## config.mk

```make
export PLATFORM = sky130hd
export DESIGN_NAME = id_ex_hazard_stage
export DESIGN_NICKNAME = d
export VERILOG_FILES = /design/src/rtl/id_ex_hazard_stage.sv
export SDC_FILE = /design/constraint.sdc
export NUM_CORES = 1
export LEC_CHECK = 0
export BUFFER_PORTS_ARGS = -buffer_cell sky130_fd_sc_hd__buf_4
export CORE_AREA = 10 10 122 113
export CTS_CLUSTER_DIAMETER = 60
export DETAILED_ROUTE_END_ITERATION = 7
export DIE_AREA = 0 0 132 123
export GPL_TIMING_DRIVEN = 0
export PLACE_DENSITY = 0.91
export SETUP_SLACK_MARGIN = 0.3
export SYNTH_ARGS = -nofsm -noshare
export SYNTH_HDL_FRONTEND = slang
export SYNTH_SLANG_ARGS = --single-unit
```

## constraint.sdc

```tcl
create_clock -name clk -period 3.47 [get_ports clk]
set_input_delay 0.5205 -clock clk [delete_from_list [all_inputs] [get_ports clk]]
set_output_delay 0.5205 -clock clk [all_outputs]
set_load 0.02 [all_outputs]
```

## src/rtl/id_ex_hazard_stage.sv

```systemverilog
// ID/EX pipeline register with load-use hazard detection for the 5-stage MIPS pipeline.
// Captures decoded operands and control from ID, stalls PC and IF/ID when a
// load result is needed too early, inserts bubbles on stall/flush, and keeps
// a saturating debug count of stall cycles.
module id_ex_hazard_stage #(
    parameter int DW = 32,
    parameter int AW = 5,
    parameter int CW = 16
) (
    input  logic          clk,
    input  logic          rst_n,
    input  logic          hold,
    input  logic          flush,
    input  logic          id_valid,
    input  logic [AW-1:0] id_rs,
    input  logic [AW-1:0] id_rt,
    input  logic [AW-1:0] id_rd,
    input  logic          id_uses_rs,
    input  logic          id_uses_rt,
    input  logic [DW-1:0] id_rdata1,
    input  logic [DW-1:0] id_rdata2,
    input  logic [DW-1:0] id_imm,
    input  logic          id_regWrite,
    input  logic          id_memRead,
    input  logic          id_memWrite,
    input  logic          id_memToReg,
    input  logic          id_aluSrc,
    input  logic          id_regDst,
    input  logic [3:0]    id_aluOp,
    output logic          ex_valid,
    output logic [AW-1:0] ex_rs,
    output logic [AW-1:0] ex_rt,
    output logic [AW-1:0] ex_rd,
    output logic [DW-1:0] ex_rdata1,
    output logic [DW-1:0] ex_rdata2,
    output logic [DW-1:0] ex_imm,
    output logic          ex_regWrite,
    output logic          ex_memRead,
    output logic          ex_memWrite,
    output logic          ex_memToReg,
    output logic          ex_aluSrc,
    output logic          ex_regDst,
    output logic [3:0]    ex_aluOp,
    output logic          stall,
    output logic [CW-1:0] stall_cnt
);

    logic          ex_valid_q,    ex_valid_d;
    logic [AW-1:0] ex_rs_q,       ex_rs_d;
    logic [AW-1:0] ex_rt_q,       ex_rt_d;
    logic [AW-1:0] ex_rd_q,       ex_rd_d;
    logic [DW-1:0] ex_rdata1_q,   ex_rdata1_d;
    logic [DW-1:0] ex_rdata2_q,   ex_rdata2_d;
    logic [DW-1:0] ex_imm_q,      ex_imm_d;
    logic          ex_regWrite_q, ex_regWrite_d;
    logic          ex_memRead_q,  ex_memRead_d;
    logic          ex_memWrite_q, ex_memWrite_d;
    logic          ex_memToReg_q, ex_memToReg_d;
    logic          ex_aluSrc_q,   ex_aluSrc_d;
    logic          ex_regDst_q,   ex_regDst_d;
    logic [3:0]    ex_aluOp_q,    ex_aluOp_d;
    logic [CW-1:0] stall_cnt_q,   stall_cnt_d;

    logic load_use;
    logic rs_match;
    logic rt_match;

    // Hazard detection: a load in EX writing a nonzero register that the ID instruction reads.
    // Reset clears ex_valid_q, so stall falls to 0 as soon as reset asserts.
    always_comb begin
        rs_match = id_uses_rs & (id_rs == ex_rt_q);
        rt_match = id_uses_rt & (id_rt == ex_rt_q);
        load_use = ex_valid_q & ex_memRead_q & ex_regWrite_q & (ex_rt_q != '0) &
                   id_valid & (rs_match | rt_match);
        stall    = load_use & ~flush & ~hold;
    end

    // Next-state for the pipeline register: hold > flush > stall bubble > normal load.
    always_comb begin
        ex_valid_d    = ex_valid_q;
        ex_rs_d       = ex_rs_q;
        ex_rt_d       = ex_rt_q;
        ex_rd_d       = ex_rd_q;
        ex_rdata1_d   = ex_rdata1_q;
        ex_rdata2_d   = ex_rdata2_q;
        ex_imm_d      = ex_imm_q;
        ex_regWrite_d = ex_regWrite_q;
        ex_memRead_d  = ex_memRead_q;
        ex_memWrite_d = ex_memWrite_q;
        ex_memToReg_d = ex_memToReg_q;
        ex_aluSrc_d   = ex_aluSrc_q;
        ex_regDst_d   = ex_regDst_q;
        ex_aluOp_d    = ex_aluOp_q;
        if (!hold) begin
            ex_rs_d       = id_rs;
            ex_rt_d       = id_rt;
            ex_rd_d       = id_rd;
            ex_rdata1_d   = id_rdata1;
            ex_rdata2_d   = id_rdata2;
            ex_imm_d      = id_imm;
            ex_aluSrc_d   = id_aluSrc;
            ex_regDst_d   = id_regDst;
            ex_aluOp_d    = id_aluOp;
            if (flush || stall || !id_valid) begin
                // A bubble must never write a register or memory, so all enables drop.
                ex_valid_d    = 1'b0;
                ex_regWrite_d = 1'b0;
                ex_memRead_d  = 1'b0;
                ex_memWrite_d = 1'b0;
                ex_memToReg_d = 1'b0;
            end else begin
                ex_valid_d    = 1'b1;
                ex_regWrite_d = id_regWrite;
                ex_memRead_d  = id_memRead;
                ex_memWrite_d = id_memWrite;
                ex_memToReg_d = id_memToReg;
            end
        end
    end

    // Stall counter: counts cycles where a load-use stall is issued, saturating at all-ones.
    always_comb begin
        stall_cnt_d = stall_cnt_q;
        if (stall && (stall_cnt_q != {CW{1'b1}})) begin
            stall_cnt_d = stall_cnt_q + 1'b1;
        end
    end

    // State registers with asynchronous active-low clear.
    always_ff @(posedge clk or negedge rst_n) begin
        if (!rst_n) begin
            ex_valid_q    <= 1'b0;
            ex_rs_q       <= '0;
            ex_rt_q       <= '0;
            ex_rd_q       <= '0;
            ex_rdata1_q   <= '0;
            ex_rdata2_q   <= '0;
            ex_imm_q      <= '0;
            ex_regWrite_q <= 1'b0;
            ex_memRead_q  <= 1'b0;
            ex_memWrite_q <= 1'b0;
            ex_memToReg_q <= 1'b0;
            ex_aluSrc_q   <= 1'b0;
            ex_regDst_q   <= 1'b0;
            ex_aluOp_q    <= '0;
            stall_cnt_q   <= '0;
        end else begin
            ex_valid_q    <= ex_valid_d;
            ex_rs_q       <= ex_rs_d;
            ex_rt_q       <= ex_rt_d;
            ex_rd_q       <= ex_rd_d;
            ex_rdata1_q   <= ex_rdata1_d;
            ex_rdata2_q   <= ex_rdata2_d;
            ex_imm_q      <= ex_imm_d;
            ex_regWrite_q <= ex_regWrite_d;
            ex_memRead_q  <= ex_memRead_d;
            ex_memWrite_q <= ex_memWrite_d;
            ex_memToReg_q <= ex_memToReg_d;
            ex_aluSrc_q   <= ex_aluSrc_d;
            ex_regDst_q   <= ex_regDst_d;
            ex_aluOp_q    <= ex_aluOp_d;
            stall_cnt_q   <= stall_cnt_d;
        end
    end

    assign ex_valid    = ex_valid_q;
    assign ex_rs       = ex_rs_q;
    assign ex_rt       = ex_rt_q;
    assign ex_rd       = ex_rd_q;
    assign ex_rdata1   = ex_rdata1_q;
    assign ex_rdata2   = ex_rdata2_q;
    assign ex_imm      = ex_imm_q;
    assign ex_regWrite = ex_regWrite_q;
    assign ex_memRead  = ex_memRead_q;
    assign ex_memWrite = ex_memWrite_q;
    assign ex_memToReg = ex_memToReg_q;
    assign ex_aluSrc   = ex_aluSrc_q;
    assign ex_regDst   = ex_regDst_q;
    assign ex_aluOp    = ex_aluOp_q;
    assign stall_cnt   = stall_cnt_q;

endmodule

```

## Word-level counts from Yosys, hierarchy flattened

Cells that the tools add are included.

| word-level totals | value |
|---|---|
| register bits after elaboration | 138 |
| input bits | 128 |
| output and inout bits | 139 |
| word-level logic and storage cells | 41 |

| cells by class | value |
|---|---|
| $add $sub $neg | 1 |
| equality and inequality tests | 3 |
| muxes and demuxes | 5 |
| bitwise gates (word level) | 12 |
| reductions and logical operators | 5 |

Operator list:

| cell | count |
|---|---|
| $add 16x1->16 const B | 1 |
| $ne 16x16->1 const B | 1 |
| $eq 5x5->1 | 2 |
| $and 1x1->1 | 9 |
| $mux 1 | 5 |
| $reduce_bool 5->1 | 1 |
| $logic_or 1x1->1 | 2 |
| $not 1->1 | 2 |
| $logic_and 1x1->1 | 1 |
| $logic_not 1->1 | 1 |
| $or 1x1->1 | 1 |

## Depth between registers and ports, before layout

| depth | value |
|---|---|
| depth after elaboration | 10 |
| mapped depth | 7 |
| mapped depth without buffers | 6 |

## Least setup slack after synthesis

Ideal clock, no wire load.

| path | value |
|---|---|
| path kind | register -> output |
| start | register ex_rt_q[2] (netlist: ex_rt[2]) |
| end | output port stall |
| arrival time | 1.662 ns |
| data required time | 2.949 ns |
| slack | 1.288 ns |
| cell stages (with the launch flop) | 6 |
| path buffers | 1 |
| cell sequence | dfrtp_1 -> xor2_1 -> nor4_2 -> a32oi_2 -> buf_6 -> nor2_1 |

| between the ends | value |
|---|---|
| longest elaborated chain between the ends | 6 |
| elaborated cells between the ends (all ways) | 11 |
| classes of those cells | 2 x eq/ne; 8 x bitwise; 1 x reduce/logical |

Ends and longest elaborated chain:

| element | line | text |
|---|---|---|
| start, declared | 50 | `logic [AW-1:0] ex_rt_q, ex_rt_d;` |
| start signal, assigned | 150 | `ex_rt_q <= ex_rt_d;` |
| $eq 5x5->1, or another cell as far along | 71 | `rs_match = id_uses_rs & (id_rs == ex_rt_q);` |
| $and 1x1->1, on equally long branches | 71, 72, 73 |  |
| $or 1x1->1 or $and 1x1->1 (tied branches) | 74, 73 |  |
| $and 1x1->1 * | 74 | `id_valid & (rs_match \| rt_match);` |
| $and 1x1->1 * (2 in a row) | 75 | `stall = load_use & ~flush & ~hold;` |
| end, declared | 44 | `output logic stall,` |

Every way passes the cells marked *; elsewhere a longest branch is shown, timed or not.

## Final worst setup path

Same ends and word-level chain as after synthesis.

==> metrics.md <==
| Metric | Value |
|---|---|
| Layout fillers | `733` |
| Switching power total | `1.16 mW` |
| Antenna Nets Post-Route | `0` |
| Crit. End Element | `primary output` |
| IO buf count | `265` |
| Area delta synth->final | `51.3%` |
| Clock power share | `0.397` |
| Final setup fails | `0` |
| Synth top area cells | `dfrtp_1, mux2_2, xor2_1, nor4_1, clkbuf_1` |
| Placed insts | `776` |
| Nets | `768` |
| Syn. warnings | `0` |
| Critical path required time | `2.95 ns` |
| Slew Limit Headroom | `0.578` |
| Syn_area_per_cell | `15.3 um^2` |
| CTS Buf Count | `17` |
| Pre-antenna DRT Iters | `4` |
| First-pass GRT wire length | `26800 um` |
| IO Count | `267` |
| Total setup buffers inserted after CTS | `0` |
| Lkg Pwr | `3.97 nW` |
| WL/cell | `21.9 um` |
| Max Freq | `369 MHz` |
| Worst Hold Class | `primary input to asynchronous set/reset pin` |
| Cell variety after synth | `30` |
| Hold-fix buffers, CTS | `0` |
| Most frequent cells in the layout | `buf_4, dfrtp_1, mux2_2` |
| Final hold violation count | `0` |
| Fraction of layout cells with a size suffix above 1 | `0.647` |
| Post-layout util | `0.731` |
| Seq pwr share | `0.420` |
| Synthesized flop and latch total | `138` |
| Antenna violations before repair | `0` |
| Sw Share | `0.265` |
| Seq/Total Area, Yosys | `0.636` |
| Clk sink count | `138` |
| Power Density | `534 mW/mm^2` |
| TritonCTS clock tree | `yes` |
| Internal Power | `3.22 mW` |
| Clk_lat worst skew | `0.42 ns` |
| GP Congestion | `0.788` |
| Final Skew | `0.00622 ns` |
| Worst Path Class, Setup | `flip-flop to primary output` |
| CP Max Fanout | `10` |
| Vias in the first global route | `4653` |
| Via Count | `4033` |
| Multi-input combinational cell area | `0.00189 mm^2` |
| Core box area | `0.0112 mm^2` |
| Max VDD drop | `442 uV` |
| Overall routed net length | `17700 um` |
| Row count | `37` |
| Hpwl dp | `13700 um` |
| Max-cap violation count | `0` |
| R2R Path Start | `stall_cnt[0]` |
| Largest net degree at the start of global routing | `72` |
| H-Tree Depth | `4` |
| Total Routing Usage GR | `0.215` |
| Post-route clock period utilization | `0.781` |
| Commonest non-fill, non-tap cell in the layout | `buf_4` |
| Synth Cell Area | `0.00543 mm^2` |
| Slew Limit Fails | `0` |
| Min Tclk post-route | `2.71 ns` |
| Post-synth top area share | `0.636` |
| Starting density of the core | `0.483` |
| Status | `completed` |
| Worst r2r path cells | `7` |
| CTS root buf | `clkbuf_16` |
| Overflow after GRT | `0` |
| Drc violations | `0` |
| Comb pwr share | `0.183` |
| Die Y | `123 um` |
| Die area | `0.0162 mm^2` |
| Actual slew at the worst max-slew pin | `0.632 ns` |
| Number of DRC markers in iteration 0 | `193` |
| Cell Count, Final, Fillers Out | `808` |
| Clock-pin slew on the worst setup and hold paths | `0.06 ns` |
| Clock Tree Buf Depth | `2` |
| Vias per std cell | `4.99` |
| Worst R2R Setup Slack | `1.31 ns` |
| Syn Inst Count | `354` |
| Diodes inserted | `0` |
| CP arrival | `2.19 ns` |
| Register area | `0.00345 mm^2` |
| CP Launch Type | `flip-flop` |
| Die width | `132 um` |
| R2r endpoint | `stall_cnt[10]` |
| # resized after CTS | `0` |
| Yosys top cell by area | `dfrtp_1` |
| Setup TNS | `0 ns` |
| RSZ-0062 raised after global routing | `no` |
| Syn nets | `483` |
==> metal layers <==
layer	global-route usage	share of wire	vias to the layer above
li1	-	-	1824
met1	0.213	0.35	1986
met2	0.382	0.52	193
met3	0.114	0.11	30
met4	0.0771	0.020	0
met5	0	0	-
==> Yosys cell counts <==
cell,n
dfrtp_1,138
mux2_2,118
xor2_1,22
clkbuf_1,13
nand2_1,8
nor4_1,8
nand3_1,7
nor3_1,6
nor2_1,5
a22o_1,4
inv_1,3
xnor2_1,3
buf_6,2
a211oi_2,1
a21o_1,1
a32oi_2,1
and2_1,1
and4_1,1
buf_2,1
ha_1,1
nand4_1,1
nor3b_1,1
nor4_2,1
nor4b_1,1
o2111ai_1,1
o21ai_1,1
o21ba_2,1
or2_2,1
or3b_1,1
or4_1,1
==> layout make-up <==
type | count | share of cell area
Multi-Input combinational cell | 197 | 0.230
Buffer | 16 | 0.00928
Tap cell | 156 | 0.0237
Clock buffer | 20 | 0.0543
Inverter | 3 | 0.00137
Sequential cell | 138 | 0.420
Clock inverter | 12 | 0.0152
Timing Repair Buffer | 266 | 0.246
==> stage by stage <==
stage / total power [mW] / cell area (um^2) / worst slack [ns] / hold slack, ns
after global routing: 4.55 / 8220 / 0.627 / 0.131
after global placement: 2.64 / 7620 / 1.05 / 0.476
after detailed placement: 2.67 / 7650 / 1.07 / 0.494
after CTS: 4.43 / 8220 / 0.766 / 0.107
final: 4.39 / 8220 / 0.759 / 0.0896
after floorplan: 2.22 / 5430 / 1.29 / 0.225
==> power by group through the flow <==
stage / clock, mW / sequential [mW] / combinational, mW
5_1_grt: 1.84 / 1.86 / 0.855
6_report: 1.74 / 1.84 / 0.804
2_1_floorplan: 0 / 2.03 / 0.189
4_1_cts: 1.77 / 1.84 / 0.818
3_5_place_dp: 0 / 1.86 / 0.812
3_3_place_gp: 0 / 1.85 / 0.785
==> worst max-delay path by stage <==
stage | from | end | slack, ns | cells past startpoint
2_1_floorplan | ex_rt[2] | stall | 1.29 | 5
3_3_place_gp | id_rt[2] | stall | 1.05 | 7
3_5_place_dp | id_rt[2] | stall | 1.07 | 7
4_1_cts | ex_rt[2] | stall | 0.77 | 6
5_1_grt | ex_rt[2] | stall | 0.63 | 6
6_report | ex_rt[2] | stall | 0.76 | 6
==> cell families after synthesis <==
| family | after synthesis | synth area share |
|---|---|---|
| AOI/OAI and AO/OA | 10 | 0.0175 |
| xor gates and xnor gates | 25 | 0.0403 |
| muxes | 118 | 0.245 |
| adders and majority gates | 1 | 0.00230 |
| buffers and inverters | 19 | 0.0161 |
| and+or+nand+nor | 43 | 0.0435 |
| DFF | 138 | 0.636 |
==> sequential cells by signal, summed over array words and instances (netlist names) <==
name         count
ex_imm          32
ex_rdata1       32
ex_rdata2       32
stall_cnt       16
ex_rd            5
ex_rs            5
ex_rt            5
ex_aluOp         4
ex_aluSrc        1
ex_memRead       1
ex_memToReg      1
ex_memWrite      1
ex_regDst        1
ex_regWrite      1
ex_valid         1
==> critical path, cell delays in order, from the launching register on <==
cell	delay, ns
dfrtp_1	0.44
xor2_1	0.20
nor4_2	0.33
a32oi_2	0.30
buf_6	0.23
nor2_1	0.12
buf_4	0.16
No activity file was read; power rests on OpenSTA's default activity.
